### src/rtl/alu_input_sequencer_if.sv
// ---------------------------------------------------------------------------
// alu_input_sequencer_if
// Operand bus between the operand-entry sequencer and the downstream ALU.
//   a_o, b_o       : operand registers (N bits)
//   op_o           : 3-bit op code
//   op_sum_o       : sum-mode bit
//   op_subt_o      : subtract-mode bit
//   valid_o        : high while a complete operation is held
//   state_o        : sequencer state, also shown on LEDs
// master : driven by the sequencer
// slave  : read by the ALU / LED logic
// ---------------------------------------------------------------------------
interface alu_input_sequencer_if #(
   parameter int N = 4
);
   logic [N-1:0] a_o;
   logic [N-1:0] b_o;
   logic [2:0]   op_o;
   logic         op_sum_o;
   logic         op_subt_o;
   logic         valid_o;
   logic [1:0]   state_o;

   modport master (
      output a_o, b_o, op_o, op_sum_o, op_subt_o, valid_o, state_o
   );

   modport slave (
      input a_o, b_o, op_o, op_sum_o, op_subt_o, valid_o, state_o
   );
endinterface

### src/rtl/alu_input_sequencer.sv
// ---------------------------------------------------------------------------
// alu_input_sequencer_btn
// Conditions one active-low, bouncing push-button into a single-cycle press
// pulse.
//   clk      : system clock
//   rst_n    : async active-low reset
//   btn_n    : raw button level (low = pressed), asynchronous
//   press_o  : registered one-cycle pulse on a debounced 1->0 transition
//
// The raw level goes through a 2-FF synchronizer. A counter tracks how many
// consecutive synchronized samples have differed from the debounced level;
// any agreeing sample clears it. On the DB_CYCLES-th differing sample the
// debounced level flips and the counter clears, so it never wraps.
// The press pulse is registered off a delayed copy of the debounced level,
// which puts the pulse one cycle after the flip.
// ---------------------------------------------------------------------------
module alu_input_sequencer_btn #(
   parameter int DB_CYCLES = 16
) (
   input  logic clk,
   input  logic rst_n,
   input  logic btn_n,
   output logic press_o
);
   localparam int CW = $clog2(DB_CYCLES + 1);
   localparam logic [CW-1:0] CNT_LAST = CW'(DB_CYCLES - 1);

   logic          sync1_q, sync1_d;
   logic          sync2_q, sync2_d;
   logic          db_q, db_d;
   logic          db_dly_q, db_dly_d;
   logic          press_q, press_d;
   logic [CW-1:0] cnt_q, cnt_d;

   always_comb begin
      sync1_d  = btn_n;
      sync2_d  = sync1_q;
      db_d     = db_q;
      cnt_d    = '0;
      if (sync2_q != db_q) begin
         if (cnt_q == CNT_LAST) begin
            db_d  = sync2_q;
            cnt_d = '0;
         end else begin
            cnt_d = cnt_q + CW'(1);
         end
      end
      db_dly_d = db_q;
      // Falling debounced edge only; releases produce nothing.
      press_d  = db_dly_q & ~db_q;
   end

   always_ff @(posedge clk or negedge rst_n) begin
      if (!rst_n) begin
         sync1_q  <= 1'b1;
         sync2_q  <= 1'b1;
         db_q     <= 1'b1;
         db_dly_q <= 1'b1;
         press_q  <= 1'b0;
         cnt_q    <= '0;
      end else begin
         sync1_q  <= sync1_d;
         sync2_q  <= sync2_d;
         db_q     <= db_d;
         db_dly_q <= db_dly_d;
         press_q  <= press_d;
         cnt_q    <= cnt_d;
      end
   end

   assign press_o = press_q;
endmodule

// ---------------------------------------------------------------------------
// alu_input_sequencer
// Operand-entry front end for the N-bit ALU. One load press advances one
// step: A, then B, then op code + mode bits, then READY; a further load wraps
// back to LOAD_A without disturbing the held operands. A clear press returns
// everything to reset values and wins over a simultaneous load.
//   clk          : system clock, rising edge
//   rst_n        : async active-low reset
//   sw_i         : data switches (N bits), asynchronous
//   op_sw_i      : op-code switches, asynchronous
//   btn_load_n   : load/advance button, active-low, bouncing
//   btn_clear_n  : clear button, active-low, bouncing
//   alu          : operand bus to the ALU (master side)
//
//   state   | meaning
//   --------+-----------------------------------------------
//   LOAD_A  | waiting for load press to capture operand A
//   LOAD_B  | waiting for load press to capture operand B
//   LOAD_OP | waiting for load press to capture op code/mode
//   READY   | operation complete, valid_o high
// ---------------------------------------------------------------------------
module alu_input_sequencer #(
   parameter int N         = 4,
   parameter int DB_CYCLES = 16
) (
   input  logic                  clk,
   input  logic                  rst_n,
   input  logic [N-1:0]          sw_i,
   input  logic [2:0]            op_sw_i,
   input  logic                  btn_load_n,
   input  logic                  btn_clear_n,
   alu_input_sequencer_if.master alu
);
   typedef enum logic [1:0] {
      LOAD_A  = 2'b00,
      LOAD_B  = 2'b01,
      LOAD_OP = 2'b10,
      READY   = 2'b11
   } state_t;

   localparam logic [2:0] OP_RESET = 3'b111;

   logic load_ev;
   logic clear_ev;

   state_t       state_q, state_d;
   logic [N-1:0] a_q, a_d;
   logic [N-1:0] b_q, b_d;
   logic [2:0]   op_q, op_d;
   logic         op_sum_q, op_sum_d;
   logic         op_subt_q, op_subt_d;
   logic         valid_q, valid_d;

   alu_input_sequencer_btn #(.DB_CYCLES(DB_CYCLES)) u_btn_load (
      .clk     (clk),
      .rst_n   (rst_n),
      .btn_n   (btn_load_n),
      .press_o (load_ev)
   );

   alu_input_sequencer_btn #(.DB_CYCLES(DB_CYCLES)) u_btn_clear (
      .clk     (clk),
      .rst_n   (rst_n),
      .btn_n   (btn_clear_n),
      .press_o (clear_ev)
   );

   always_ff @(posedge clk or negedge rst_n) begin
      if (!rst_n) begin
         state_q <= LOAD_A;
      end else begin
         state_q <= state_d;
      end
   end

   always_comb begin
      state_d   = state_q;
      a_d       = a_q;
      b_d       = b_q;
      op_d      = op_q;
      op_sum_d  = op_sum_q;
      op_subt_d = op_subt_q;

      if (clear_ev) begin
         state_d   = LOAD_A;
         a_d       = '0;
         b_d       = '0;
         op_d      = OP_RESET;
         op_sum_d  = 1'b0;
         op_subt_d = 1'b0;
      end else if (load_ev) begin
         case (state_q)
            LOAD_A: begin
               a_d     = sw_i;
               state_d = LOAD_B;
            end
            LOAD_B: begin
               b_d     = sw_i;
               state_d = LOAD_OP;
            end
            LOAD_OP: begin
               op_d      = op_sw_i;
               op_sum_d  = sw_i[0];
               op_subt_d = sw_i[1];
               state_d   = READY;
            end
            READY: begin
               state_d = LOAD_A;
            end
            default: begin
               state_d = LOAD_A;
            end
         endcase
      end

      // Registered off the next state so valid rises with the op capture.
      valid_d = (state_d == READY);
   end

   always_ff @(posedge clk or negedge rst_n) begin
      if (!rst_n) begin
         a_q       <= '0;
         b_q       <= '0;
         op_q      <= OP_RESET;
         op_sum_q  <= 1'b0;
         op_subt_q <= 1'b0;
         valid_q   <= 1'b0;
      end else begin
         a_q       <= a_d;
         b_q       <= b_d;
         op_q      <= op_d;
         op_sum_q  <= op_sum_d;
         op_subt_q <= op_subt_d;
         valid_q   <= valid_d;
      end
   end

   assign alu.a_o       = a_q;
   assign alu.b_o       = b_q;
   assign alu.op_o      = op_q;
   assign alu.op_sum_o  = op_sum_q;
   assign alu.op_subt_o = op_subt_q;
   assign alu.valid_o   = valid_q;
   assign alu.state_o   = state_q;
endmodule

### src/flat_wrapper.sv
// flat-port wrapper written by rule: the top's interface ports become plain ports
module alu_input_sequencer_flat 
#(
   parameter int N         = 4,
   parameter int DB_CYCLES = 16
)
  (clk, rst_n, sw_i, op_sw_i, btn_load_n, btn_clear_n, alu_a_o, alu_b_o, alu_op_o, alu_op_sum_o, alu_op_subt_o, alu_valid_o, alu_state_o);
  alu_input_sequencer_if #(.N(N)) alu_i ();
  input  logic clk;
  input  logic rst_n;
  input  logic [N-1:0] sw_i;
  input  logic [2:0] op_sw_i;
  input  logic btn_load_n;
  input  logic btn_clear_n;
  output wire logic [$bits(alu_i.a_o)-1:0] alu_a_o;
  output wire logic [$bits(alu_i.b_o)-1:0] alu_b_o;
  output wire logic [$bits(alu_i.op_o)-1:0] alu_op_o;
  output wire logic [$bits(alu_i.op_sum_o)-1:0] alu_op_sum_o;
  output wire logic [$bits(alu_i.op_subt_o)-1:0] alu_op_subt_o;
  output wire logic [$bits(alu_i.valid_o)-1:0] alu_valid_o;
  output wire logic [$bits(alu_i.state_o)-1:0] alu_state_o;
  assign alu_a_o = alu_i.a_o;
  assign alu_b_o = alu_i.b_o;
  assign alu_op_o = alu_i.op_o;
  assign alu_op_sum_o = alu_i.op_sum_o;
  assign alu_op_subt_o = alu_i.op_subt_o;
  assign alu_valid_o = alu_i.valid_o;
  assign alu_state_o = alu_i.state_o;
  alu_input_sequencer #(.N(N), .DB_CYCLES(DB_CYCLES)) u_core (.clk(clk), .rst_n(rst_n), .sw_i(sw_i), .op_sw_i(op_sw_i), .btn_load_n(btn_load_n), .btn_clear_n(btn_clear_n), .alu(alu_i));
endmodule
### config.mk
export PLATFORM = sky130hd
export DESIGN_NAME = alu_input_sequencer_flat
export DESIGN_NICKNAME = d
export VERILOG_FILES = /design/src/rtl/alu_input_sequencer_if.sv /design/src/rtl/alu_input_sequencer.sv /design/src/flat_wrapper.sv
export SDC_FILE = /design/constraint.sdc
export NUM_CORES = 1
export LEC_CHECK = 0
export ABC_CLOCK_PERIOD_IN_PS = 2700
export CAP_MARGIN = 20
export CELL_PAD_IN_SITES_DETAIL_PLACEMENT = 0
export CELL_PAD_IN_SITES_GLOBAL_PLACEMENT = 1
export CORE_UTILIZATION = 30
export CTS_CLUSTER_SIZE = 28
export DETAILED_ROUTE_END_ITERATION = 12
export HOLD_SLACK_MARGIN = 0.15
export PLACE_DENSITY_LB_ADDON = 0.25
export REMOVE_ABC_BUFFERS = 1
export SLEW_MARGIN = 40
export SYNTH_ARGS = -nofsm -noshare
export SYNTH_HDL_FRONTEND = slang
export SYNTH_SLANG_ARGS = --single-unit
### constraint.sdc
create_clock -name clk -period 2.7 [get_ports clk]
set_input_delay 0.54 -clock clk [delete_from_list [all_inputs] [get_ports clk]]
set_output_delay 0.54 -clock clk [all_outputs]
set_load 0.05 [all_outputs]
==> impl_metrics.prom, run 1 <==
# TYPE chip_impl_metric gauge
chip_impl_info{name="critical_path.top_delay_family",value="buffers and inverters"} 1
chip_impl_metric{name="finalWorstPathRequiredPeriod",unit="ns"} 2.16
chip_impl_metric{name="yosys_register_bits",unit=""} 36
chip_impl_metric{name="hold_viol_final",unit=""} 0
chip_impl_metric{name="period_share",unit=""} 0.799
chip_impl_metric{name="number_of_global_route_vias_before_repair",unit=""} 960
chip_impl_metric{name="vdd.ir_drop.worst",unit="mV"} 0.271
chip_impl_metric{name="sequentialPowerShare",unit=""} 0.549
chip_impl_metric{name="max-clock-path-buffers",unit=""} 2
chip_impl_metric{name="post_route_cells_drive_above_1_share",unit=""} 0.152
chip_impl_metric{name="synth_warnings",unit=""} 0
chip_impl_info{name="critical_path_origin",value="u_core.alu.op_o[1]$_DFFE_PN1P_"} 1
chip_impl_metric{name="num_rows",unit=""} 24
chip_impl_metric{name="worstSkewPairLatency",unit="ns"} 0.28
chip_impl_metric{name="post_drt_via_cell_ratio",unit=""} 4.73
chip_impl_metric{name="antenna_cells_inserted",unit=""} 0
chip_impl_info{name="ctsRootBufferMaster",value="clkbuf_8"} 1
chip_impl_info{name="synth_top_family_by_area",value="simple AND/OR/NAND/NOR gates"} 1
chip_impl_info{name="failed_checks",value="design-rule violations"} 1
chip_impl_metric{name="detail-route-antenna-nets",unit=""} 0
chip_impl_metric{name="path_clk_slew",unit="ns"} 0.07
chip_impl_info{name="cp-end-kind",value="output port"} 1
chip_impl_metric{name="pin_count",unit=""} 27
chip_impl_metric{name="worst-slew-pin-transition",unit="ns"} 0.604
chip_impl_info{name="startpoint_class",value="register"} 1
chip_impl_metric{name="crit_path_max_incr_delay",unit="ns"} 0.80
chip_impl_info{name="status",value="finished with violations"} 1
chip_impl_metric{name="die_height",unit="µm"} 71.0
chip_impl_metric{name="core_area",unit="µm²"} 4470
chip_impl_metric{name="level_count_of_the_clock_h_tree",unit=""} 2
chip_impl_metric{name="post_synth_instance_area",unit="µm²"} 1430
chip_impl_metric{name="yosys.area_share.adder",unit=""} 0.0437
chip_impl_metric{name="power_switching",unit="µW"} 240
chip_impl_metric{name="cellLeakagePower",unit="nW"} 0.860
chip_impl_metric{name="slew_headroom",unit=""} 0.598
chip_impl_metric{name="yosysUniqueCellTypes",unit=""} 23
chip_impl_metric{name="cts_num_sinks",unit=""} 36
chip_impl_metric{name="drc_errors",unit=""} 4
chip_impl_metric{name="number_of_antenna_violations_at_the_first_check_in_global_routing",unit=""} 0
chip_impl_info{name="critical_path.cell_chain",value="clkdlybuf4s50_1"} 1
chip_impl_info{name="tritoncts_clock_tree",value="yes"} 1
chip_impl_metric{name="timing.setup.tns",unit="ns"} 0
chip_impl_metric{name="dp.final_hpwl",unit="mm"} 1.87
chip_impl_metric{name="initial_utilization",unit=""} 0.320
chip_impl_metric{name="required",unit="ns"} 2.16
chip_impl_metric{name="grt-ovfl-total",unit=""} 0
chip_impl_metric{name="reg2reg_slack",unit="ns"} 1.30
chip_impl_metric{name="synth-xor-area-share",unit=""} 0.0367
chip_impl_metric{name="skew",unit="ns"} 0.00325
chip_impl_info{name="crit_type",value="register to output port"} 1
chip_impl_info{name="timing.hold.worst.class",value="register to register"} 1
chip_impl_metric{name="power.share.switching",unit=""} 0.232
chip_impl_metric{name="drt_iter0_markers",unit=""} 67
chip_impl_metric{name="totalWireLength",unit="mm"} 2.68
chip_impl_metric{name="timing.critical_path.fanout_max",unit=""} 2
chip_impl_metric{name="powerDensity",unit="nW/µm²"} 570
chip_impl_metric{name="routed_wire_length_per_instance",unit="µm"} 13.2
chip_impl_metric{name="syn_area_per_cell",unit="µm²"} 11.9
chip_impl_metric{name="vias",unit=""} 960
chip_impl_metric{name="max_freq",unit="MHz"} 464
chip_impl_info{name="capture_point_of_the_critical_path",value="alu_op_o[1]"} 1
chip_impl_info{name="crit_path_top_delay_cell",value="clkdlybuf4s50_1"} 1
chip_impl_metric{name="dieArea",unit="µm²"} 5050
chip_impl_metric{name="crit_path_dat",unit="ns"} 1.62
chip_impl_metric{name="p_clk_frac",unit=""} 0.371
chip_impl_metric{name="grt_first_pass_wirelength",unit="mm"} 4.64
chip_impl_metric{name="fin_util",unit=""} 0.407
chip_impl_metric{name="place.gp.congestion",unit=""} 0.737
chip_impl_metric{name="synth_simple_gate_area_frac",unit=""} 0.159
chip_impl_info{name="rsz_0062_raised_after_global_routing",value="no"} 1
chip_impl_info{name="critical_path.reg2reg.endpoint",value="u_core.alu.op_o[2]$_DFFE_PN1P_"} 1
chip_impl_metric{name="cts_resized",unit=""} 0
chip_impl_metric{name="combPwrFrac",unit=""} 0.080
chip_impl_metric{name="crit_cells",unit=""} 1
chip_impl_metric{name="tritoncts.num_buffers",unit=""} 5
chip_impl_metric{name="post-cts-setup-buffers",unit=""} 0
chip_impl_metric{name="die-width",unit="µm"} 71.0
chip_impl_metric{name="globalRouteTotalUtil",unit=""} 0.127
chip_impl_metric{name="finalMaxSlewViolations",unit=""} 0
chip_impl_metric{name="final_net_count",unit=""} 166
chip_impl_metric{name="ff2ff_path_depth",unit=""} 4
chip_impl_metric{name="synthToLayoutAreaGrowth",unit="%"} 27.4
chip_impl_metric{name="drt_first_pass_iters",unit=""} 8
chip_impl_info{name="rr_startpoint",value="u_core.alu.state_o[0]$_DFF_PN0_"} 1
chip_impl_metric{name="synthCells",unit=""} 120
chip_impl_metric{name="timing.critical_path.buf_inv",unit=""} 1
chip_impl_metric{name="cts_hold_buffers",unit=""} 0
chip_impl_metric{name="yosysSeqAreaShare",unit=""} 0.640
chip_impl_metric{name="internal_power",unit="µW"} 797
chip_impl_metric{name="drv_cap",unit=""} 0
chip_impl_metric{name="portBuffers",unit=""} 26
chip_impl_metric{name="grt_start_max_net_pins",unit=""} 37
chip_impl_metric{name="synth_compound_area_frac",unit=""} 0.0691
chip_impl_metric{name="synth_mux_area_frac",unit=""} 0.0227
chip_impl_metric{name="setup_violations",unit=""} 0
[placed cells by master (no fill, tap or decap), drive strengths merged, types with 3 or more instances in the layout]
cell type / count
a21oi: 10
dfstp: 11
and3: 5
dfrtp: 25
nor2: 8
xor2: 6
ha: 5
and2: 4
o21ai: 3
clkbuf: 6
a211o: 3
clkdlybuf4s50: 26
nand2: 13
nand3: 14
[power groups by stage]
stage | Combinational, mW | Clock, mW | Sequential [mW]
2_1_floorplan | 0.0185 | 0 | 0.599
3_3_place_gp | 0.0827 | 0 | 0.578
3_5_place_dp | 0.0839 | 0 | 0.579
4_1_cts | 0.0846 | 0.409 | 0.570
5_1_grt | 0.0920 | 0.435 | 0.571
6_report | 0.0827 | 0.385 | 0.570
[flip-flops by register name, summed over array words and instances, names as in the netlist]
register / flops
u_core.u_btn_clear.cnt_q: 5
u_core.u_btn_load.cnt_q: 5
u_core.alu.a_o: 4
u_core.alu.b_o: 4
u_core.alu.op_o: 3
u_core.alu.state_o: 2
u_core.alu.op_subt_o: 1
u_core.alu.op_sum_o: 1
u_core.alu.valid_o: 1
u_core.u_btn_clear.db_dly_d: 1
u_core.u_btn_clear.db_dly_q: 1
u_core.u_btn_clear.press_o: 1
u_core.u_btn_clear.sync1_q: 1
u_core.u_btn_clear.sync2_q: 1
u_core.u_btn_load.db_dly_d: 1
u_core.u_btn_load.db_dly_q: 1
u_core.u_btn_load.press_o: 1
u_core.u_btn_load.sync1_q: 1
u_core.u_btn_load.sync2_q: 1
[cell usage after synthesis, drive strengths merged]
master  instances  area, µm²
a211o           3       26.3
a21oi          10       50.1
and2            4       25.0
and2b           2       15.0
and3            5       31.3
buf             3       30.0
clkbuf          1       3.75
dfrtp          25        626
dfstp          11        289
ha              5       62.6
inv             2       7.51
mux2            2       22.5
mux2i           1       10.0
nand2          13       51.3
nand3          14       70.1
nor2            8       30.0
nor3            1       5.00
o21a            1       7.51
o21ai           3       15.0
xor2            6       52.6
[worst reg2reg max path, cell delays in order (launching register included)]
cell and delay, ns:
dfrtp_1 0.40, inv_1 0.10, ha_1 0.33, nand2_2 0.16, a211o_1 0.34
[cell families (layout without fill, tap and decap cells)]
group | after synthesis | in the layout
compound gates | 17 | 17
xor+xnor | 6 | 6
fa+ha+maj | 5 | 5
buf+inv | 6 | 37
flops | 36 | 36
mux | 3 | 3
simple gates | 47 | 47
[area by class of cell]
type | instances | area [µm²]
clock inverters | 2 | 10.0
inverters | 2 | 7.51
well taps | 52 | 65.1
clock buffers | 6 | 82.6
flip-flops and latches | 36 | 915
repair buffers | 27 | 268
multi-input cells | 78 | 474
fillers | 430 | 2650
[layer usage]
metal,vias to the layer above,wire (µm),global-route usage,part of all wire
met1,463,1300,0.163,0.49
met4,0,61,0.0667,0.023
met2,25,1190,0.187,0.44
met3,6,129,0.0470,0.048
li1,466,-,-,-
met5,-,0,0,0
[worst min path at each step]
stage,slack [ns],cells past startpoint,to,from
floorplan,0.24,0,u_core.alu.a_o[0]$_DFFE_PN0P_,rst_n
global placement,0.35,0,u_core.u_btn_clear.sync2_q$_DFF_PN1_,u_core.u_btn_clear.sync1_q$_DFF_PN1_
detailed placement,0.35,0,u_core.u_btn_clear.sync2_q$_DFF_PN1_,u_core.u_btn_clear.sync1_q$_DFF_PN1_
CTS,0.36,0,u_core.u_btn_clear.sync2_q$_DFF_PN1_,u_core.u_btn_clear.sync1_q$_DFF_PN1_
global route,0.36,0,u_core.u_btn_clear.sync2_q$_DFF_PN1_,u_core.u_btn_clear.sync1_q$_DFF_PN1_
finish,0.36,0,u_core.u_btn_clear.sync2_q$_DFF_PN1_,u_core.u_btn_clear.sync1_q$_DFF_PN1_
[stage by stage]
step                      hold WS, ns  cells  instance area, µm²  power [mW]  worst slack (ns)
after global routing            0.362    203                1820        1.10             0.499
after global placement          0.346    195                1730       0.661             0.857
after floorplan                 0.244    116                1400       0.617              1.14
final                           0.357    203                1820        1.04             0.543
after detailed placement        0.347    195                1730       0.663             0.847
after CTS                       0.357    203                1820        1.06             0.525
Power figures use the tool's default switching activity.
==> run 2: changes to the inputs <==
--- a/config.mk
+++ b/config.mk
@@ -5,7 +5,7 @@
 export SDC_FILE = /design/constraint.sdc
 export NUM_CORES = 1
 export LEC_CHECK = 0
-export ABC_CLOCK_PERIOD_IN_PS = 2700
+export ABC_CLOCK_PERIOD_IN_PS = 1800
 export CAP_MARGIN = 20
 export CELL_PAD_IN_SITES_DETAIL_PLACEMENT = 0
 export CELL_PAD_IN_SITES_GLOBAL_PLACEMENT = 1
==> constraint.sdc (replaced) <==
create_clock -name clk -period 1.8 [get_ports clk]
set_input_delay 0.36 -clock clk [delete_from_list [all_inputs] [get_ports clk]]
set_output_delay 0.36 -clock clk [all_outputs]
set_load 0.05 [all_outputs]
==> run 2 against run 1 <==
The flow now finishes without violations. Power is 69% higher. Utilization is 0.70 points higher. Cell area is 1.7% higher. Largest cell class unchanged. Critical endpoint is now u_core.alu.op_o[2]$_DFFE_PN1P_.
==> impl_metrics.prom, run 2 (synthesis gave the netlist of run 1 again) <==
# TYPE chip_impl_metric gauge
chip_impl_info{name="status",value="finished, final reports clean"} 1
chip_impl_metric{name="n_fill_cell",unit=""} 432
chip_impl_metric{name="cts_resized",unit=""} 0
chip_impl_metric{name="max-clock-path-buffers",unit=""} 2
chip_impl_metric{name="drt_first_pass_iters",unit=""} 6
chip_impl_metric{name="finalWorstPathRequiredPeriod",unit="ns"} 1.38
chip_impl_metric{name="timing.setup.tns",unit="ns"} 0
chip_impl_info{name="rsz_0062_raised_after_global_routing",value="no"} 1
chip_impl_metric{name="powerDensity",unit="nW/µm²"} 949
chip_impl_metric{name="grt_first_pass_wirelength",unit="mm"} 4.40
chip_impl_metric{name="detail-route-antenna-nets",unit=""} 0
chip_impl_metric{name="multi_input_area",unit="µm²"} 474
chip_impl_metric{name="crit_path_max_incr_delay",unit="ns"} 0.41
chip_impl_info{name="timing.hold.worst.class",value="register to register"} 1
chip_impl_metric{name="timing.critical_path.fanout_max",unit=""} 7
chip_impl_metric{name="path_clk_slew",unit="ns"} 0.07
chip_impl_info{name="startpoint_class",value="register"} 1
chip_impl_metric{name="portBuffers",unit=""} 26
chip_impl_info{name="crit_path_top_delay_cell",value="dfrtp_1"} 1
chip_impl_metric{name="routed_wire_length_per_instance",unit="µm"} 13.2
chip_impl_metric{name="synthToLayoutAreaGrowth",unit="%"} 29.6
chip_impl_metric{name="fin_util",unit=""} 0.414
chip_impl_metric{name="core_area",unit="µm²"} 4470
chip_impl_metric{name="initial_utilization",unit=""} 0.320
chip_impl_metric{name="sequentialPowerShare",unit=""} 0.486
chip_impl_metric{name="vdd.ir_drop.worst",unit="mV"} 0.606
chip_impl_metric{name="power",unit="mW"} 1.76
chip_impl_metric{name="cellLeakagePower",unit="nW"} 0.891
chip_impl_info{name="largestRegisters",value="u_core.u_btn_clear.cnt_q (5), u_core.u_btn_load.cnt_q (5)"} 1
chip_impl_metric{name="post_route_cells_drive_above_1_share",unit=""} 0.258
chip_impl_metric{name="cts_num_sinks",unit=""} 36
chip_impl_metric{name="power_switching",unit="µW"} 378
chip_impl_metric{name="setup_violations",unit=""} 0
chip_impl_metric{name="internal_power",unit="mW"} 1.38
chip_impl_metric{name="die-width",unit="µm"} 71.0
chip_impl_metric{name="combPwrFrac",unit=""} 0.071
chip_impl_metric{name="crit_path_dat",unit="ns"} 1.60
chip_impl_info{name="tritoncts_clock_tree",value="yes"} 1
chip_impl_metric{name="antenna_cells_inserted",unit=""} 0
chip_impl_metric{name="crit_cells",unit=""} 4
chip_impl_metric{name="globalRouteTotalUtil",unit=""} 0.118
chip_impl_metric{name="vias",unit=""} 945
chip_impl_metric{name="cts_hold_buffers",unit=""} 0
chip_impl_metric{name="dieArea",unit="µm²"} 5050
chip_impl_metric{name="grt-ovfl-total",unit=""} 0
chip_impl_metric{name="required",unit="ns"} 2.02
chip_impl_metric{name="number_of_global_route_vias_before_repair",unit=""} 963
chip_impl_metric{name="period_share",unit=""} 0.765
chip_impl_metric{name="worstSkewPairLatency",unit="ns"} 0.29
chip_impl_metric{name="area.sequential",unit="µm²"} 915
chip_impl_metric{name="timing.critical_path.buf_inv",unit=""} 1
chip_impl_metric{name="pin_count",unit=""} 27
chip_impl_info{name="mostFrequentLayoutCell",value="dfrtp_1"} 1
chip_impl_metric{name="num_rows",unit=""} 24
chip_impl_metric{name="post_drt_via_cell_ratio",unit=""} 4.66
chip_impl_metric{name="worst-slew-pin-transition",unit="ns"} 0.575
chip_impl_metric{name="placed_cell_area",unit="µm²"} 1730
chip_impl_metric{name="worst_slack",unit="ns"} 0.423
chip_impl_metric{name="finalMaxSlewViolations",unit=""} 0
chip_impl_metric{name="grt_start_max_net_pins",unit=""} 37
chip_impl_metric{name="place.gp.congestion",unit=""} 0.688
chip_impl_metric{name="drc_errors",unit=""} 0
chip_impl_metric{name="drt_iter0_markers",unit=""} 68
chip_impl_metric{name="power.share.switching",unit=""} 0.215
chip_impl_metric{name="slew_headroom",unit=""} 0.617
chip_impl_info{name="cp-end-kind",value="register"} 1
chip_impl_info{name="crit_type",value="register to register"} 1
chip_impl_info{name="critical_path.top_delay_family",value="flip-flops"} 1
chip_impl_info{name="ctsRootBufferMaster",value="clkbuf_8"} 1
chip_impl_metric{name="dp.final_hpwl",unit="mm"} 1.88
chip_impl_metric{name="totalWireLength",unit="mm"} 2.69
chip_impl_metric{name="max_freq",unit="MHz"} 726
chip_impl_info{name="critical_path.cell_chain",value="inv_1 > ha_1 > nand2_2 > a211o_1"} 1
chip_impl_metric{name="ff2ff_path_depth",unit=""} 4
chip_impl_metric{name="layout.cell_area.non_filler",unit="µm²"} 1850
chip_impl_metric{name="post-cts-setup-buffers",unit=""} 0
chip_impl_metric{name="hold_viol_final",unit=""} 0
chip_impl_metric{name="level_count_of_the_clock_h_tree",unit=""} 2
chip_impl_metric{name="drv_cap",unit=""} 0
chip_impl_metric{name="worstHoldPathCells",unit=""} 0
chip_impl_metric{name="final_net_count",unit=""} 166
chip_impl_metric{name="place_ws",unit="ns"} 0.403
chip_impl_metric{name="skew",unit="ns"} 0.0101
chip_impl_info{name="mostFrequentLayoutCells",value="dfrtp_1 (25), nand3_1 (14), buf_4 (14)"} 1
chip_impl_metric{name="die_height",unit="µm"} 71.0
chip_impl_metric{name="p_clk_frac",unit=""} 0.443
chip_impl_metric{name="number_of_antenna_violations_at_the_first_check_in_global_routing",unit=""} 0
chip_impl_metric{name="tritoncts.num_buffers",unit=""} 5
-- run 2: cell count changes in the layout (fill, tap and decap cells not counted), sizes merged --
cell,before,now
buf,1,17
bufinv,0,1
clkbuf,6,7
clkdlybuf4s50,26,10
clkinv,2,0
-- run 2: through the flow --
step / instances / hold WS (ns)
4_1_cts: 203 / 0.361
3_3_place_gp: 195 / 0.346
5_1_grt: 203 / 0.362
3_5_place_dp: 195 / 0.351
6_report: 203 / 0.359
2_1_floorplan: 116 / 0.0644
-- run 2: area by class of cell --
| cell class | count | area share |
|---|---|---|
| repair buffers | 27 | 0.143 |
| clock inverters | 1 | 0.0162 |
| multi-input cells | 78 | 0.256 |
| well taps | 52 | 0.0351 |
| inverters | 2 | 0.00405 |
| flip-flops and latches | 36 | 0.494 |
| clock buffers | 7 | 0.0520 |
-- run 2: path summary, 6_finish.rpt --
path / startpoint / endpoint / slack [ns]
max: u_core.alu.state_o[0]$_DFF_PN0_ / u_core.alu.op_o[2]$_DFFE_PN1P_ / 0.42
min: u_core.u_btn_load.sync1_q$_DFF_PN1_ / u_core.u_btn_load.sync2_q$_DFF_PN1_ / 0.36
max reg2reg: u_core.alu.state_o[0]$_DFF_PN0_ / u_core.alu.op_o[2]$_DFFE_PN1P_ / 0.42
min reg2reg: u_core.u_btn_load.sync1_q$_DFF_PN1_ / u_core.u_btn_load.sync2_q$_DFF_PN1_ / 0.36
max in group asynchronous: rst_n / u_core.alu.op_o[1]$_DFFE_PN1P_ / 0.98
min in group asynchronous: rst_n / u_core.alu.a_o[3]$_DFFE_PN0P_ / 0.48
-- run 2: worst reg2reg max path, cell delays in order, from the launching register on --
cell and delay [ns]:
dfrtp_1 0.41, inv_1 0.11, ha_1 0.31, nand2_2 0.15, a211o_1 0.33
-- run 2: power by group through the flow --
stage	clock network, mW	registers [mW]	logic [mW]
2_1_floorplan	0	0.898	0.0277
3_3_place_gp	0	0.868	0.125
3_5_place_dp	0	0.870	0.127
4_1_cts	0.792	0.855	0.128
5_1_grt	0.825	0.858	0.136
6_report	0.779	0.855	0.124
-- run 2: layer usage --
layer	wire length, µm	up-vias	GRT usage	share of wire
li1	-	461	-	-
met1	1260	450	0.141	0.47
met2	1200	26	0.182	0.45
met3	157	8	0.0456	0.058
met4	68	0	0.0667	0.025
met5	0	-	0	0
